File: src/rtl/step_pattern_sequencer.sv
`default_nettype none
// ============================================================================
//  Module   : step_pattern_sequencer
//  Purpose  : 16-step beat-pattern sequencer. Debounced button presses toggle
//             pattern bits, a tempo timer walks a playhead over the 16 steps,
//             and armed steps emit a fixed-width trigger pulse.
//  Ports    : clk, rst_n        - clock, async active-low reset
//             press_valid/index - debounced press and its step index
//             play / stop       - transport control levels (stop wins)
//             clear             - zero the whole pattern
//             pattern           - current 16-bit pattern (bit n = step n)
//             step_index        - playhead position
//             step_strobe       - 1-cycle pulse on each new step while running
//             trigger           - TRIG_LEN-cycle pulse on armed steps
//             running           - high while playing
//  Revision : 1.0  initial release
// ============================================================================
module step_pattern_sequencer #(
  parameter int unsigned STEP_TICKS = 1_500_000,
  parameter int unsigned TRIG_LEN   = 4
) (
  input  logic        clk,
  input  logic        rst_n,
  input  logic        press_valid,
  input  logic [3:0]  press_index,
  input  logic        play,
  input  logic        stop,
  input  logic        clear,
  output logic [15:0] pattern,
  output logic [3:0]  step_index,
  output logic        step_strobe,
  output logic        trigger,
  output logic        running
);

  localparam int unsigned TICK_W = (STEP_TICKS > 1) ? $clog2(STEP_TICKS) : 1;
  localparam int unsigned TRIG_W = (TRIG_LEN > 1) ? $clog2(TRIG_LEN + 1) : 1;

  localparam logic [TICK_W-1:0] TICK_LAST = TICK_W'(STEP_TICKS - 1);
  localparam logic [TRIG_W-1:0] TRIG_LAST = TRIG_W'(TRIG_LEN - 1);

  typedef enum logic {
    ST_STOPPED = 1'b0,
    ST_RUNNING = 1'b1
  } state_t;

  state_t              state_q;
  logic [15:0]         pattern_q;
  logic                press_q;
  logic [3:0]          step_q;
  logic                strobe_q;
  logic                trig_q;
  logic                running_q;
  logic [TICK_W-1:0]   tick_cnt_q;
  logic [TRIG_W-1:0]   trig_cnt_q;

  logic                press_rise;
  logic [3:0]          step_next;

  assign press_rise = press_valid & ~press_q;
  assign step_next  = step_q + 4'd1;

  // --------------------------------------------------------------------------
  // Pattern editing: one toggle per press (rising edge of press_valid);
  // clear dominates any toggle in the same cycle.
  // --------------------------------------------------------------------------
  always_ff @(posedge clk or negedge rst_n) begin
    if (!rst_n) begin
      pattern_q <= 16'h0000;
      press_q   <= 1'b0;
    end else begin
      press_q <= press_valid;
      if (clear) begin
        pattern_q <= 16'h0000;
      end else if (press_rise) begin
        pattern_q[press_index] <= ~pattern_q[press_index];
      end
    end
  end

  // --------------------------------------------------------------------------
  // Transport FSM, tempo timer and trigger pulse. Trigger decisions read
  // pattern_q as it stands before this edge, so a toggle landing on the live
  // step only takes effect on the next lap.
  // --------------------------------------------------------------------------
  always_ff @(posedge clk or negedge rst_n) begin
    if (!rst_n) begin
      state_q    <= ST_STOPPED;
      step_q     <= 4'd0;
      strobe_q   <= 1'b0;
      trig_q     <= 1'b0;
      running_q  <= 1'b0;
      tick_cnt_q <= '0;
      trig_cnt_q <= '0;
    end else begin
      case (state_q)
        ST_STOPPED: begin
          tick_cnt_q <= '0;
          strobe_q   <= 1'b0;
          trig_q     <= 1'b0;
          trig_cnt_q <= '0;
          if (play && !stop) begin
            state_q    <= ST_RUNNING;
            running_q  <= 1'b1;
            strobe_q   <= 1'b1;
            trig_q     <= pattern_q[step_q];
            trig_cnt_q <= TRIG_LAST;
          end
        end

        ST_RUNNING: begin
          if (stop) begin
            // Rewind; any advance due this cycle is dropped and the pulse cut.
            state_q    <= ST_STOPPED;
            running_q  <= 1'b0;
            step_q     <= 4'd0;
            tick_cnt_q <= '0;
            strobe_q   <= 1'b0;
            trig_q     <= 1'b0;
            trig_cnt_q <= '0;
          end else if (tick_cnt_q == TICK_LAST) begin
            tick_cnt_q <= '0;
            step_q     <= step_next;
            strobe_q   <= 1'b1;
            trig_q     <= pattern_q[step_next];
            trig_cnt_q <= TRIG_LAST;
          end else begin
            tick_cnt_q <= tick_cnt_q + TICK_W'(1);
            strobe_q   <= 1'b0;
            // trig_cnt_q holds the number of high cycles still to come.
            if (trig_q) begin
              if (trig_cnt_q == '0) begin
                trig_q <= 1'b0;
              end else begin
                trig_cnt_q <= trig_cnt_q - TRIG_W'(1);
              end
            end
          end
        end

        default: begin
          state_q   <= ST_STOPPED;
          running_q <= 1'b0;
          strobe_q  <= 1'b0;
          trig_q    <= 1'b0;
        end
      endcase
    end
  end

  assign pattern     = pattern_q;
  assign step_index  = step_q;
  assign step_strobe = strobe_q;
  assign trigger     = trig_q;
  assign running     = running_q;

endmodule
`default_nettype wire
File: config.mk
export PLATFORM = sky130hd
export DESIGN_NAME = step_pattern_sequencer
export DESIGN_NICKNAME = d
export VERILOG_FILES = /design/src/rtl/step_pattern_sequencer.sv
export SDC_FILE = /design/constraint.sdc
export NUM_CORES = 1
export LEC_CHECK = 0
export ABC_AREA = 1
export CORE_ASPECT_RATIO = 1.25
export CORE_MARGIN = 2
export CORE_UTILIZATION = 35
export CTS_CLUSTER_DIAMETER = 50
export DETAILED_ROUTE_END_ITERATION = 10
export PLACE_DENSITY = 0.54
export SLEW_MARGIN = 20
export SYNTH_ARGS = -nofsm -noshare
export SYNTH_HDL_FRONTEND = slang
export SYNTH_SLANG_ARGS = --single-unit
File: constraint.sdc
create_clock -name clk -period 2.3 [get_ports clk]
set_clock_uncertainty 0.2 [all_clocks]
set_input_delay 0.23 -clock clk [delete_from_list [all_inputs] [get_ports clk]]
set_output_delay 0.23 -clock clk [all_outputs]
set_load 0.01 [all_outputs]
==> out/qor.csv <==
stage,metric,value,unit
global_routing,grt_pass1_wl,13000,µm
critical_path,crit_type,reg2reg,
critical_path,path_cells,ha_1 > nand2_1 > nor2_1 > nand3_1 > nor2_2 > nor2_1 > inv_2 > nor3b_1,
critical_path,cp_slowest_stage_delay,0.41,ns
yosys,synth_ff_type,dfrtp_1,
floorplan,io_pins,33,
critical_path,required,2.34,ns
power_and_ir_drop,p_switching,0.432,mW
sta,rsz0062_at_grt,false,
yosys,syn_inst,467,
critical_path,path_common_cell,nor2_1,
floorplan,start_util,0.358,
finish,post-route-util,0.429,
critical_path,start_kind,flip-flop,
route,dr.first_iter.drc_count,92,
critical_path,crit_arrival,2.11,ns
yosys,synth_mux_area_frac,0,
yosys,synth.avg_cell_area,6.59,µm²
finish,area_growth_syn_to_layout,20.0,%
yosys,synth_area,3080,µm²
floorplan,die_w,87.9,µm
global_routing,grt_pass1_vias,2858,
route,wirelength,7720,µm
critical_path,critPathCaptureType,flip-flop,
clock_tree,h-tree-depth,2,
sta,finalSetupTns,0,ns
sta,holdWs,0.183,ns
global_routing,grt_usage,0.173,
yosys,yosys.area_share.simple,0.386,
placed_design,port_buffers,32,
power_and_ir_drop,seqPwrFrac,0.516,
clock_tree,cts_made_buffers,5,
yosys,synth_compound_area_frac,0.0647,
global_routing,met3_usage,0.0257,
power_and_ir_drop,swShare,0.250,
power_and_ir_drop,p_clk_frac,0.390,
floorplan,die_h,109,µm
yosys,synth_top_area_share,0.399,
critical_path,path_max_fanout,16,
sta,fmax,484,MHz
critical_path,slowest_stage,dfrtp_1,
sta,finalCriticalPeriod,2.07,ns
yosys,yosys_warnings,0,
yosys,yosysTopAreaCell,dfrtp_1,
worst_hold_path,min_path_type,in2reg,
yosys,synth_top_family_by_area,simple AND/OR/NAND/NOR gates,
route,vias,2936,
yosys,synthAdderAreaFrac,0.0163,
finish,antenna_cells,0,
global_routing,antenna_found_initial,0,
yosys,synth_xor_area_frac,0.0313,
sta,hold_viol_final,0,
placed_design,gp_congestion,0.874,
global_routing,grt_overflow_total,0,
yosys,synth_common_cells,"nand2_1 (123), nor2_1 (88), inv_1 (67)",
clock_tree,clk_latency,0.32,ns
clock_tree,cts_tree,yes,
route,drtPass1Iterations,4,
finish,final_layout_size_suffix_gt1_frac,0.0533,
yosys,seq_area_frac_synth,0.399,
clock_tree,postCtsResizedCells,0,
yosys,async_reset_ff_frac,1.00,
clock_tree,hold_buffers,1,
sta,relSlewSlack,0.709,
sta,maxSlewViolCount,0,
status,status,"finished, final reports clean",
power_and_ir_drop,finalPower,1.73,mW
sta,post-route-period-util,0.899,
run,max-cap-violations,0,
power_and_ir_drop,power_density,468,nW/µm²
global_routing,grt_util_met1,0.203,
clock_tree,cts_num_sinks,49,
yosys,syn-num-nets,481,
yosys,ys_seq_elements,49,
placed_design,dpl.hpwl,5770,µm
floorplan,std_cell_rows,38,
finish,nets,520,
route,drc,0,
yosys,synth_area_leaders,"dfrtp_1 (40%), nand2_1 (15%), nor2_1 (11%)",
global_routing,busiest_layer,met2,
yosys,yosys.cell_types.count,23,
global_routing,met2_usage,0.315,
sta,setup-violations-final,0,
route,avgRoutedWirePerCell,12.3,µm
global_routing,grt_max_degree,50,
clock_tree,postCtsSetupBuffers,0,
sta,tightestPinTransition,0.432,ns
power_and_ir_drop,p_leak,1.57,nW
clock_tree,cts_root_buf,clkbuf_8,
power_and_ir_drop,ir_drop,0.000207,V
clock_tree,clkTransAtPathRegs,0.10,ns
clock_tree,clk_path_buf_depth,2,
yosys,synth_most_common_cell,nand2_1,
floorplan,fp.dieArea,9560,µm²
power_and_ir_drop,intPower,1.30,mW
yosys,synth_edf_count,0,
power_and_ir_drop,power_frac_comb,0.094,
route,vias_per_cell,4.68,
route,antenna_left,0,
floorplan,coreArea,8610,µm²
## metal layers
metal,share of wire,up-vias
li1,-,1529
met1,0.44,1352
met2,0.51,43
met3,0.022,12
met4,0.020,0
met5,0,-
## critical path, delay by kind of cell, from the launching register on
kind	cells	cell delay [ns]
AND/OR/NAND/NOR	6	0.96
flip-flops	1	0.41
buffers and inverters	1	0.22
adder cells (fa/ha/maj)	1	0.20
## flip-flops by register name, summed over array words and instances (netlist names)
name	count
pattern	16
press_q	1
running	1
state_q	1
step_index	4
step_strobe	1
tick_cnt_q	21
trig_cnt_q	3
trigger	1
## final cells by class
| class | count | area, µm² |
|---|---|---|
| clock inverters | 2 | 37.5 |
| flip-flops and latches | 49 | 1230 |
| clock buffers | 6 | 82.6 |
| fillers | 900 | 4910 |
| repair buffers | 42 | 405 |
| multi-input cells | 339 | 1530 |
| inverters | 69 | 259 |
| well taps | 120 | 150 |
## kinds of logic after synthesis
kind of cell	Yosys count
fa+ha+maj	4
flops	49
buf+inv	79
compound gates	39
simple gates	285
xor+xnor	11
## worst paths after layout
kind | start | endpoint | slack, ns | depth (start not counted)
setup / recovery | tick_cnt_q[1]$_DFF_PN0_ | tick_cnt_q[2]$_DFF_PN0_ | 0.23 | 8
hold / removal | press_valid | press_q$_DFF_PN0_ | 0.18 | 1
setup reg to reg | tick_cnt_q[1]$_DFF_PN0_ | tick_cnt_q[2]$_DFF_PN0_ | 0.23 | 8
hold reg to reg | state_q$_DFF_PN0_ | running$_DFFE_PN0P_ | 0.30 | 1
max in group asynchronous | rst_n | tick_cnt_q[1]$_DFF_PN0_ | 1.43 | 3
min in group asynchronous | rst_n | step_strobe$_DFF_PN0_ | 0.21 | 3
## cell usage in the layout (no fill, tap or decap)
cell	synthesis	routed
a21boi_0	1	1
a21oi_1	8	8
buf_12	0	1
buf_2	0	1
buf_4	2	8
bufinv_16	0	1
clkbuf_8	0	6
clkdlybuf4s50_1	0	31
clkinvlp_4	0	1
dfrtp_1	49	49
dlygate4sd3_1	0	1
ha_1	4	4
inv_1	67	67
inv_2	2	2
nand2_1	123	123
nand2_2	3	3
nand3_1	46	46
nand4_1	6	6
nor2_1	88	88
nor2_2	2	2
nor2_4	1	1
nor3_1	14	14
nor3b_1	1	1
o21ai_0	29	29
o22ai_1	1	1
or2_2	1	1
xnor2_1	2	2
xor2_1	9	9
## power by group through the flow
stage | clock network (mW) | logic [mW] | registers [mW]
2_1_floorplan | 0 | 0.0766 | 0.912
3_3_place_gp | 0 | 0.163 | 0.910
3_5_place_dp | 0 | 0.165 | 0.910
4_1_cts | 0.700 | 0.167 | 0.893
5_1_grt | 0.734 | 0.186 | 0.896
6_report | 0.674 | 0.163 | 0.892
## through the flow
stage	cells	setup slack, ns	area, µm²
2_1_floorplan	467	0.539	3080
3_3_place_gp	618	0.141	3560
3_5_place_dp	618	0.109	3560
4_1_cts	627	0.184	3690
5_1_grt	627	0.0390	3690
6_report	627	0.232	3690
Note: power is estimated with default switching activity, not from simulation.
